File: src/rtl/pc_ctrl.sv
// Program-counter sequencer: IDLE/RUN/HALTED control with conditional
// absolute or PC-relative branching and a saturating retired-instruction count.
module pc_ctrl #(
    parameter int PW = 10,
    parameter int OW = 8
) (
    input  logic          Clk,
    input  logic          reset,
    input  logic          Start,
    input  logic          Halt,
    input  logic          Branch,
    input  logic [1:0]    BrCond,
    input  logic          BrRel,
    input  logic [OW-1:0] Offset,
    input  logic [PW-1:0] Target,
    input  logic [2:0]    Flags,
    output logic [PW-1:0] PC,
    output logic          BrTaken,
    output logic          Running,
    output logic          Done,
    output logic [15:0]   InstCount
);

    // state   | meaning
    // S_IDLE  | waiting for Start after reset, PC held
    // S_RUN   | executing; PC advances or branches every cycle
    // S_HALTED| stopped by Halt; PC/count frozen until Start
    typedef enum logic [1:0] {
        S_IDLE   = 2'd0,
        S_RUN    = 2'd1,
        S_HALTED = 2'd2
    } state_t;

    state_t        state_q, state_d;
    logic [PW-1:0] pc_q, pc_d;
    logic [15:0]   inst_count_q, inst_count_d;
    logic          br_taken_q, br_taken_d;

    logic          cond;
    logic          taken;
    logic [PW-1:0] offset_ext;

    assign offset_ext = PW'($signed(Offset));

    always_comb begin
        cond = 1'b1;
        unique case (BrCond)
            2'b00: cond = 1'b1;
            2'b01: cond = Flags[1];
            2'b10: cond = Flags[0];
            2'b11: cond = Flags[2];
            default: cond = 1'b1;
        endcase
    end

    assign taken = Branch & cond;

    always_ff @(posedge Clk) begin
        if (!reset) begin
            state_q      <= S_IDLE;
            pc_q         <= '0;
            inst_count_q <= '0;
            br_taken_q   <= 1'b0;
        end else begin
            state_q      <= state_d;
            pc_q         <= pc_d;
            inst_count_q <= inst_count_d;
            br_taken_q   <= br_taken_d;
        end
    end

    always_comb begin
        state_d      = state_q;
        pc_d         = pc_q;
        inst_count_d = inst_count_q;
        br_taken_d   = 1'b0;
        unique case (state_q)
            S_IDLE, S_HALTED: begin
                if (Start) begin
                    state_d      = S_RUN;
                    pc_d         = '0;
                    inst_count_d = '0;
                end
            end
            S_RUN: begin
                // Halt wins over any branch issued in the same cycle
                if (Halt) begin
                    state_d = S_HALTED;
                end else begin
                    if (inst_count_q != 16'hFFFF) begin
                        inst_count_d = inst_count_q + 16'd1;
                    end
                    if (taken) begin
                        pc_d       = BrRel ? (pc_q + offset_ext) : Target;
                        br_taken_d = 1'b1;
                    end else begin
                        pc_d = pc_q + PW'(1);
                    end
                end
            end
            default: begin
                state_d = S_IDLE;
            end
        endcase
    end

    assign PC        = pc_q;
    assign BrTaken   = br_taken_q;
    assign InstCount = inst_count_q;
    assign Running   = (state_q == S_RUN);
    assign Done      = (state_q == S_HALTED);

endmodule

File: config.mk
export PLATFORM = sky130hd
export DESIGN_NAME = pc_ctrl
export DESIGN_NICKNAME = d
export VERILOG_FILES = /design/src/rtl/pc_ctrl.sv
export SDC_FILE = /design/constraint.sdc
export NUM_CORES = 1
export LEC_CHECK = 0
export ABC_CLOCK_PERIOD_IN_PS = 4500
export BUFFER_PORTS_ARGS = -buffer_cell sky130_fd_sc_hd__buf_2
export CORE_AREA = 4 4 72 74
export CTS_CLUSTER_SIZE = 40
export DETAILED_ROUTE_END_ITERATION = 6
export DIE_AREA = 0 0 76 78
export HOLD_SLACK_MARGIN = 0.06
export PLACE_DENSITY_LB_ADDON = 0.05
export SKIP_CTS_REPAIR_TIMING = 1
export SLEW_MARGIN = 10
export SYNTH_ARGS = -nofsm -noshare
export SYNTH_HDL_FRONTEND = slang
export SYNTH_SLANG_ARGS = --single-unit
File: constraint.sdc
create_clock -name Clk -period 4.5 [get_ports Clk]
set_input_delay 0.45 -clock Clk [delete_from_list [all_inputs] [get_ports Clk]]
set_output_delay 0.45 -clock Clk [all_outputs]
set_load 0.05 [all_outputs]
== Word level (Yosys, flattened, before mapping) ==
Index checks and enable logic that the tools add are counted.

* Register bits after elaboration: 29
* Latch bits: 0
* Bits in writable memories: 0
* ROM bits: 0
* Bits of input ports: 29
* Output and inout bits: 29
* Word-level logic and storage cells: 42
* Memories kept: 0

* $add $sub $neg: 3
* Multipliers: 0
* Div/mod/pow operators: 0
* Magnitude comparators: 0
* Eq/ne operators: 10
* Shift-type cells: 0
* Multiplexer cells: 14
* Bitwise operators: 3
* Reductions and logical operators: 8

{| class="wikitable"
|+ Operators by type and width
! cell !! count
|-
| $mux W16 || 3
|-
| $mux W10 || 4
|-
| $pmux W16 S2 || 1
|-
| $pmux W10 S2 || 1
|-
| $add A16 B1 Y16 const B || 1
|-
| $ne A16 B16 Y1 const B || 1
|-
| $add A10 B1 Y10 const B || 1
|-
| $add A10 B10 Y10 || 1
|-
| $eq A2 B2 Y1 const B || 3
|-
| $ne A2 B2 Y1 const B || 3
|-
| $eq A2 B1 Y1 const B || 2
|-
| $logic_not A2 Y1 || 2
|-
| $mux W2 || 2
|-
| $pmux W1 S4 || 1
|-
| $pmux W2 S2 || 1
|-
| $reduce_and A4 Y1 || 1
|-
| $reduce_and A3 Y1 || 1
|-
| $reduce_or A3 Y1 || 1
|-
| $ne A2 B1 Y1 const B || 1
|-
| $not A1 Y1 || 2
|-
| $reduce_and A2 Y1 || 1
|-
| $reduce_bool A2 Y1 || 1
|-
| $reduce_or A2 Y1 || 1
|-
| $and A1 B1 Y1 || 1
|-
| $mux W1 || 1
|}

== Longest topological paths before layout ==
* Depth after elaboration: 6
* Gate-level depth with buffers: 9
* Depth with buffers taken out: 9

== Worst setup path after synthesis ==
No wires, ideal clock.

* Path kind: register to register
* Start: reg pc_q[0], in the netlist PC[0]
* End: reg pc_q[6], in the netlist PC[6]
* Data arrival time: 2.305 ns
* Data required time: 4.378 ns
* Setup slack: 2.073 ns
* Stages on the path, launching flop included: 10
* Path buffers: 0
* Clock period less this slack: 2.427 ns
* Path through: dfxtp_1 > ha_1 > inv_1 > fa_1 > nor2b_1 > o31a_1 > nor3_1 > mux2_2 > a211oi_1 > o31ai_1

* Longest elaborated chain between the ends: 5
* Elaborated cells between the ends (all ways): 6

{| class="wikitable"
|+ Ends and longest elaborated chain
! what !! RTL line !! RTL
|-
| start, declared || 35 || <nowiki>logic [PW-1:0] pc_q, pc_d;</nowiki>
|-
| start signal, assigned || 66 || <nowiki>pc_q <= pc_d;</nowiki>
|-
| $add A10 B10 Y10 || 94 || <nowiki>pc_d = BrRel ? (pc_q + offset_ext) : Target;</nowiki>
|-
| $mux W10 || 94 ||
|-
| $mux W10 * || 93 || <nowiki>if (taken) begin</nowiki>
|-
| $mux W10 * || 87 || <nowiki>if (Halt) begin</nowiki>
|-
| $pmux W10 S2 * || 77 || <nowiki>unique case (state_q)</nowiki>
|}

Mark *: on every way between the ends. The rest lies on a longest branch, timed or not. The select of a mux whose other input is x is not followed.
A chain may end at the register's enable or synchronous reset.

== Final worst setup path ==
* Start: reg state_q[0]
* End: reg inst_count_q[14], in the netlist InstCount[14]

* Longest elaborated chain between the ends: 4
* Elaborated cells between the ends (all ways): 10

{| class="wikitable"
|+ Ends and longest elaborated chain
! what !! RTL line !! RTL
|-
| start, declared || 34 || <nowiki>state_t state_q, state_d;</nowiki>
|-
| start signal, assigned || 65 || <nowiki>state_q <= state_d;</nowiki>
|-
| $eq A2 B2 Y1 / $logic_not A2 Y1 (equally long branches) || 77 ||
|-
| $reduce_or A2 Y1 || 77 ||
|-
| $ne A2 B2 Y1 (no line) / $reduce_bool A2 Y1 (equally long branches) || -- ||
|-
| $reduce_and A4 Y1 (no line) || -- ||
|-
| end signal, assigned || 67 || <nowiki>inst_count_q <= inst_count_d;</nowiki>
|-
| end, declared || 36 || <nowiki>logic [15:0] inst_count_q, inst_count_d;</nowiki>
|}

Several ways; a longest one is shown, not always the timed one.

==> metrics.txt <==
status=complete, no violations; Worst path slowest cell=or4b_1; CTS root buffer=clkbuf_8; WHS=492 ps; # fillers=480; crit-path cells=nor3b_4 > nor2_2 > or4b_1 > or3_1 > a21oi_1; vias in the first global route=1886; GPL Wtd Cong=0.784; Synth warnings=0; CTS clock-pin slew for the worst setup and hold paths=60 ps; final period utilization=54.3%; nets@finish=347; vias per cell=5.41; core footprint=4600 um2; number of flops mapped to enable cells by yosys=0; DP HPWL=3.86 mm; Num CTS Buffers=5; diode count=0; VDD IR max=109 uV; average wire per standard cell=13.9 um; DRT antenna net count=0; R2R setup slack=2060 ps; WP data arrival=2650 ps; TritonRoute pass-1 iters=4; CTS Buffer Depth=2; final setup vio count=0; Tot Pwr=0.593 mW; # rows=25; critical path class=reg -> reg; Max FO, Critical Path=15; critical path depth=5; num ports=58; final WL=5.00 mm; total track usage=17.5%; Worst-Margin Slew=742 ps; layout cells sized above 1=22.2%; grt total ovfl=0; Max Freq=409 MHz; RSZ-0062 raised after global routing=no; # DRC=0; Die ar.=5930 um2; Setup WS pre-CTS=1930 ps; Area Overhead vs Synth=21.0%; clock tree sinks=29; Leak=1.03 nW; CTS tree=done; Synth Flop Type=dfxtp_1; die extent in y=78 um; largest net degree at the start of global routing=23; later-pin clock latency in the skew report=280 ps; Max-slew headroom=50.2%; max cap viols=0; Post-Syn Nets=290; Hold WC Path Type=in -> reg; Avg Cell Area, Syn=7.95 um2; power per cell area=247 nW/um2; H-tree depth=2; Worst path top cell family by delay=simple AND/OR/NAND/NOR gates; Clock Skew=4.55 ps; DR iter-0 viols=80; PortBufs=57; Worst Hold Depth=3; max-slew violations=0; die width=76 um; worst r2r path cells=5; Buf/Inv on CP=0; first-pass GRT wire length=8.61 mm; antenna violations before repair=0; Synth Cell Area=1980 um2; Final Hold Fails=0; Worst path max stage delay=700 ps; worst setup margin=2060 ps; Synth Register Bits=29; Yosys cell types=47; CP required=4710 ps; Setup crit end kind=register; vias=1946; fin crit period=2440 ps; post-synthesis sequential area ratio=29.3%; Starting Density=43.1%; asr flop ratio synth=0%; Post-Synthesis Cells=249; Setup crit start kind=register; final setup TNS=0 ps
-- final cells by class --
cell class	count	area, um2	area share [%]
inverters	8	30.0	1.25
clock buffers	7	86.3	3.60
flip-flops and latches	29	581	24.2
multi-input cells	204	1340	55.9
repair buffers	58	293	12.2
well taps	54	67.6	2.82
-- logic make-up (layout without fill, tap and decap cells) --
family                     Yosys count  after routing  share of synthesized area, %
and+or+nand+nor                     97             97                          25.0
AOI/OAI and AO/OA                   67             67                          21.7
DFF                                 29             29                          29.3
xor gates and xnor gates            21             21                          9.29
buffers and inverters               16             73                          3.10
adders and majority gates           12             12                          7.96
muxes                                7              7                          3.66
-- worst paths after layout --
path,from,endpoint
max,state_q[0],InstCount[14]
min reg2reg,InstCount[5],InstCount[5]
max reg2reg,state_q[0],InstCount[14]
min,Halt,state_q[1]
-- synth_stat cells, types with 2 or more instances --
master,n,area share (%)
a2111oi_0,2,0.88
a211oi_1,5,1.9
a21o_1,5,1.9
a21oi_1,18,4.5
a22oi_1,7,2.7
and3_1,6,1.9
clkbuf_1,7,1.3
dfxtp_1,29,29
ha_1,11,6.9
inv_1,7,1.3
mux2_2,2,1.1
mux2i_1,5,2.5
nand2_1,14,2.7
nand3_1,13,3.3
nand4_1,7,2.2
nor2_1,33,6.3
nor2b_1,6,1.9
nor3_1,3,0.76
nor3b_1,2,0.76
nor4_1,2,0.63
o211ai_1,2,0.76
o21a_1,2,0.76
o21ai_0,14,3.5
o22ai_1,2,0.63
o31ai_1,2,0.76
or3_1,3,0.95
xnor2_1,9,4.0
xor2_1,12,5.3
-- worst reg2reg max path, cell delays in order, from the launching register on --
cell and delay (ps):
dfxtp_1 400, nor3b_4 520, nor2_2 270, or4b_1 700
or3_1 350, a21oi_1 130
-- power by group --
part	leakage [nW]	switching (mW)	internal, mW	total, mW
registers	0.234	0.00645	0.261	0.268
clock network	0.0443	0.0953	0.121	0.216
logic	0.752	0.0667	0.0419	0.109
-- through the flow --
stage                     instance area [um2]  std cells  utilization (%)
final                                    2400        360             52.1
after global routing                     2400        360             52.1
after CTS                                2400        360             52.1
after detailed placement                 2310        353             50.2
after global placement                   2310        353             50.2
after floorplan                          1980        249                -
-- registers in the layout, indices dropped and copies added, names as in the netlist --
register and flops:
BrTaken 1, InstCount 16, PC 10, state_q 2
-- cell usage in the layout, fill, tap and decap left out, types with 2 or more instances in the layout --
cell / n
nand2_1: 14
nor2_1: 33
mux2_2: 2
a21oi_1: 18
nand3_1: 13
o22ai_1: 2
or3_1: 3
dfxtp_1: 29
o211ai_1: 2
a211oi_1: 5
clkbuf_8: 6
nand4_1: 7
buf_2: 57
a2111oi_0: 2
a22oi_1: 7
and3_1: 6
a21o_1: 5
nor4_1: 2
nor3b_1: 2
mux2i_1: 5
ha_1: 11
xnor2_1: 9
xor2_1: 12
o31ai_1: 2
nor2b_1: 6
o21ai_0: 14
o21a_1: 2
nor3_1: 3
inv_1: 7
-- per-layer routing --
metal	part of all wire (%)	vias to the layer above	GRT usage [%]
met5	0	-	0
met4	1.4	0	6.76
met3	4.1	5	3.94
met2	48	42	29.5
met1	46	874	21.5
li1	-	1025	-
Power figures use the tool's default switching activity.
